[src/rtl/rx_buffer_ctrl.sv]
// rtl/rx_buffer_ctrl.sv - receive FIFO with sticky overrun and framing-error flags
module rx_buffer_ctrl #(
    parameter int DATA_W = 8,
    parameter int DEPTH  = 4
) (
    input  logic                    clk,
    input  logic                    rst,
    input  logic                    load_buffer,
    input  logic [DATA_W-1:0]       packet_data,
    input  logic                    fe_event,
    input  logic                    data_read,
    output logic [DATA_W-1:0]       rx_data,
    output logic                    data_ready,
    output logic                    overrun_error,
    output logic                    framing_error,
    output logic [$clog2(DEPTH):0]  count
);

    localparam int PTR_W = $clog2(DEPTH);
    localparam int CNT_W = PTR_W + 1;

    logic [DATA_W-1:0] mem [DEPTH];
    logic [PTR_W-1:0]  wr_ptr;
    logic [PTR_W-1:0]  rd_ptr;

    logic fifo_empty;
    logic fifo_full;
    logic pop_ok;
    logic push_ok;
    logic overrun_set;

    // A pop frees a slot in the same cycle, so a full FIFO can still accept
    // a push when the host reads at the same time.
    always_comb begin
        fifo_empty  = (count == '0);
        fifo_full   = (count == CNT_W'(DEPTH));
        pop_ok      = data_read && !fifo_empty;
        push_ok     = load_buffer && (!fifo_full || pop_ok);
        overrun_set = load_buffer && !push_ok;
    end

    // Storage is not reset; entries are invisible while count is zero.
    always_ff @(posedge clk) begin
        if (!rst && push_ok) begin
            mem[wr_ptr] <= packet_data;
        end
    end

    // Pointers and occupancy; pointers wrap explicitly from DEPTH-1 to 0.
    always_ff @(posedge clk) begin
        if (rst) begin
            wr_ptr <= '0;
            rd_ptr <= '0;
            count  <= '0;
        end else begin
            if (push_ok) begin
                wr_ptr <= (wr_ptr == PTR_W'(DEPTH - 1)) ? '0 : wr_ptr + PTR_W'(1);
            end
            if (pop_ok) begin
                rd_ptr <= (rd_ptr == PTR_W'(DEPTH - 1)) ? '0 : rd_ptr + PTR_W'(1);
            end
            if (push_ok && !pop_ok) begin
                count <= count + CNT_W'(1);
            end else if (pop_ok && !push_ok) begin
                count <= count - CNT_W'(1);
            end
        end
    end

    // Sticky error flags: set has priority over the clear caused by a pop.
    always_ff @(posedge clk) begin
        if (rst) begin
            overrun_error <= 1'b0;
            framing_error <= 1'b0;
        end else begin
            if (overrun_set) begin
                overrun_error <= 1'b1;
            end else if (pop_ok) begin
                overrun_error <= 1'b0;
            end
            if (fe_event) begin
                framing_error <= 1'b1;
            end else if (pop_ok) begin
                framing_error <= 1'b0;
            end
        end
    end

    // Head of FIFO is presented without a register stage; zero when empty.
    always_comb begin
        rx_data    = fifo_empty ? '0 : mem[rd_ptr];
        data_ready = !fifo_empty;
    end

endmodule

[config.mk]
export PLATFORM = sky130hd
export DESIGN_NAME = rx_buffer_ctrl
export DESIGN_NICKNAME = d
export VERILOG_FILES = /design/src/rtl/rx_buffer_ctrl.sv
export SDC_FILE = /design/constraint.sdc
export NUM_CORES = 1
export LEC_CHECK = 0
export ABC_CLOCK_PERIOD_IN_PS = 6000
export BUFFER_PORTS_ARGS = -buffer_cell sky130_fd_sc_hd__buf_4
export CORE_ASPECT_RATIO = 1.25
export CORE_UTILIZATION = 59
export DETAILED_ROUTE_END_ITERATION = 12
export PLACE_DENSITY = 0.85
export SLEW_MARGIN = 20
export SYNTH_ARGS = -nofsm -noshare
export SYNTH_HDL_FRONTEND = slang
export SYNTH_SLANG_ARGS = --single-unit
[constraint.sdc]
create_clock -name clk -period 6 [get_ports clk]
set_input_delay 0 -clock clk [delete_from_list [all_inputs] [get_ports clk]]
set_output_delay 0 -clock clk [all_outputs]
set_load 0.02 [all_outputs]
==> out/summary.txt <==
Post-DP HPWL: 2.04 mm
Die height: 63.0 microns
Final nets: 172
Worst slew pin tran: 690 ps
Final Setup Violations: 0
Synth Cell Area: 0.00176 sq mm
Fill count: 162
WL final: 3.11 mm
H-tree Lvls: 2
Sequential fraction of the synthesis area: 67.3%
Post-CTS sizing: 0
Initial drt markers: 17
HP Class: in2reg
Synth Area in Adders: 5.42%
Yosys top cell area share: 54.7%
Die X: 50.8 microns
Die ar.: 0.00320 sq mm
Crit path capture type: flop
Top Layer Used: met4
CP required: 6290 ps
CTS root buffer: clkbuf_4
WL/cell: 16.6 microns
WL met1: 1.17 mm
Mapped Nets: 126
Largest family of logic cells by synthesized area: multiplexers
Met3 routed WL: 124 microns
Synth area leader: edfxtp_1
Total GRT Usage: 22.7%
Layout cells sized above 1: 33.3%
Placer Congestion: 0.713
Worst setup SP type: flop
Routed wl met2: 1.73 mm
Worst Hold Slack: 65.4 ps
# rows: 21
Synth area leaders: edfxtp_1 55%, dfxtp_1 13%, mux4_2 10%
Via count: 1046
Run status: finished clean
Clk_lat worst skew: 350 ps
IO Port Bufs: 26
Final Cell Area: 0.00219 sq mm
DRC Markers: 0
Core area: 0.00276 sq mm
R2R cell count: 7
Max IR drop VDD: 0.342 mV
Final Hold Viols: 0
Routed Antenna Nets: 0
Top Ports: 27
Final Power: 0.830 mW
Post-synth cell types: 25
Complex-gate fraction of the synthesized area: 3.78%
RSZ-0062 raised after global routing: no
Cells after synthesis: 106
Max Transition Viols Final: 0
Yosys reg bits: 43
Final Skew: 11.9 ps
Synthesis warning total: 0
Clock transition at path regs: 120 ps
Core Util, Final: 79.3%
Final min period: 2270 ps
Syn_area_per_cell: 16.6 sq um
Via density: 5.59
Max_cap viols: 0
Max frequency: 441 MHz
Total grt overflow: 0
Static leakage: 0.833 nW
CP arrival: 2560 ps
Post-Synth XOR/XNOR Area: 0.998%
CTS sink cnt: 43
Most common library cells after synthesis: 32 x edfxtp_1, 11 x dfxtp_1, 8 x mux4_2, 8 x nor2b_1, 6 x ha_1
Most frequent cell after synthesis: edfxtp_1
Crit Path Max Fanout: 6
Area growth syn-to-layout: 24.7%
Maximum root-to-sink buffer count: 2
Vias in the first global route: 1089
Antenna diode count: 0
Share of flip-flops with an asynchronous set or reset: 0%
Number of synthesized flops with an enable pin: 32
Slew headroom: 53.8%
Period utilisation layout: 37.8%
Placed instance area: 0.00201 sq mm
Top FF cell, synth: edfxtp_1
CTS tree: yes
Largest net degree at the start of global routing: 15
Initial Utilization: 63.6%
Area of the multi-input gates: 544 sq um
Setup CP Type: reg2reg
Pwr dens: 379 mW/mm^2
First-pass GRT wire length: 5.01 mm
Final TNS setup: 0 ps
Num CTS Buffers: 5
Initial antenna violation count: 0
Hold Path Depth: 4
Synth Area in Simple Gates: 9.12%
Reg area: 0.00118 sq mm
First-pass iteration count of the detailed router: 4
Mux cell area share after synthesis: 11.4%
## layout make-up
class | instances | area share [%]
Inverter | 6 | 1.03
Clock inverter | 2 | 0.515
Tap cell | 34 | 1.94
Sequential cell | 43 | 54.0
Timing Repair Buffer | 42 | 15.8
Multi-Input combinational cell | 54 | 24.9
Clock buffer | 6 | 1.89
## critical path, stage by stage (launching register included)
cell	delay (ps)
dfxtp_1	420
o31ai_2	480
ha_1	270
inv_1	70
fa_1	370
xor2_1	160
or3_1	300
a21oi_1	150
## sequential cells by signal (all words and copies together), names as in the netlist, named ones only
| name | cells |
|---|---|
| rd_ptr | 2 |
| overrun_error | 1 |
| count | 3 |
| mem | 32 |
| framing_error | 1 |
| wr_ptr | 2 |
## routing by layer
metal | global-route usage (%) | vias to the layer above
li1 | - | 491
met2 | 41.0 | 33
met4 | 10.4 | 0
met5 | 0 | -
met1 | 22.9 | 513
met3 | 7.30 | 9
## final timing paths
path              from  slack, ps         to
max           count[0]       3730   count[2]
min          data_read         70  rd_ptr[0]
max reg2reg   count[0]       3730   count[2]
min reg2reg  rd_ptr[0]        550  rd_ptr[0]
## kinds of logic after synthesis
logic type | count (synthesis)
AOI/OAI and AO/OA | 9
buffers and inverters | 9
adders and majority gates | 7
xor gates and xnor gates | 2
muxes | 10
DFF | 43
and+or+nand+nor | 26
## per-stage QoR
stage	std cells	worst slack (ps)
2_1_floorplan	106	3840
3_3_place_gp	167	3830
3_5_place_dp	167	3780
4_1_cts	187	3740
5_1_grt	187	3600
6_report	187	3730
## repair_timing
item,4_1_cts,5_1_grt
endpoints found under the hold margin,43,0
hold buffers,12,0
setup buffers,0,0
## cells in the final DEF (no fill, tap or decap)
cell type / n
nand2_1: 1
mux2i_1: 2
nor3_1: 1
inv_4: 1
dlygate4sd3_1: 12
a21o_1: 1
o21ai_0: 1
buf_4: 30
or4b_4: 1
inv_1: 5
ha_1: 6
a2bb2oi_1: 1
nor2b_1: 8
or3_1: 2
xor2_1: 2
nand3_1: 2
a21oi_1: 4
inv_2: 1
nor3b_1: 4
mux4_2: 8
clkinv_2: 1
fa_1: 1
edfxtp_1: 32
clkbuf_1: 1
o31ai_2: 2
dfxtp_1: 11
nor3_2: 1
nand2_4: 1
nor2_1: 5
clkbuf_4: 5
## report_power, final
part | switching, mW | internal, mW
clock network | 0.0883 | 0.0457
logic | 0.158 | 0.150
registers | 0.0402 | 0.348
total | 0.287 | 0.543
(Power assumes the default switching activity.)
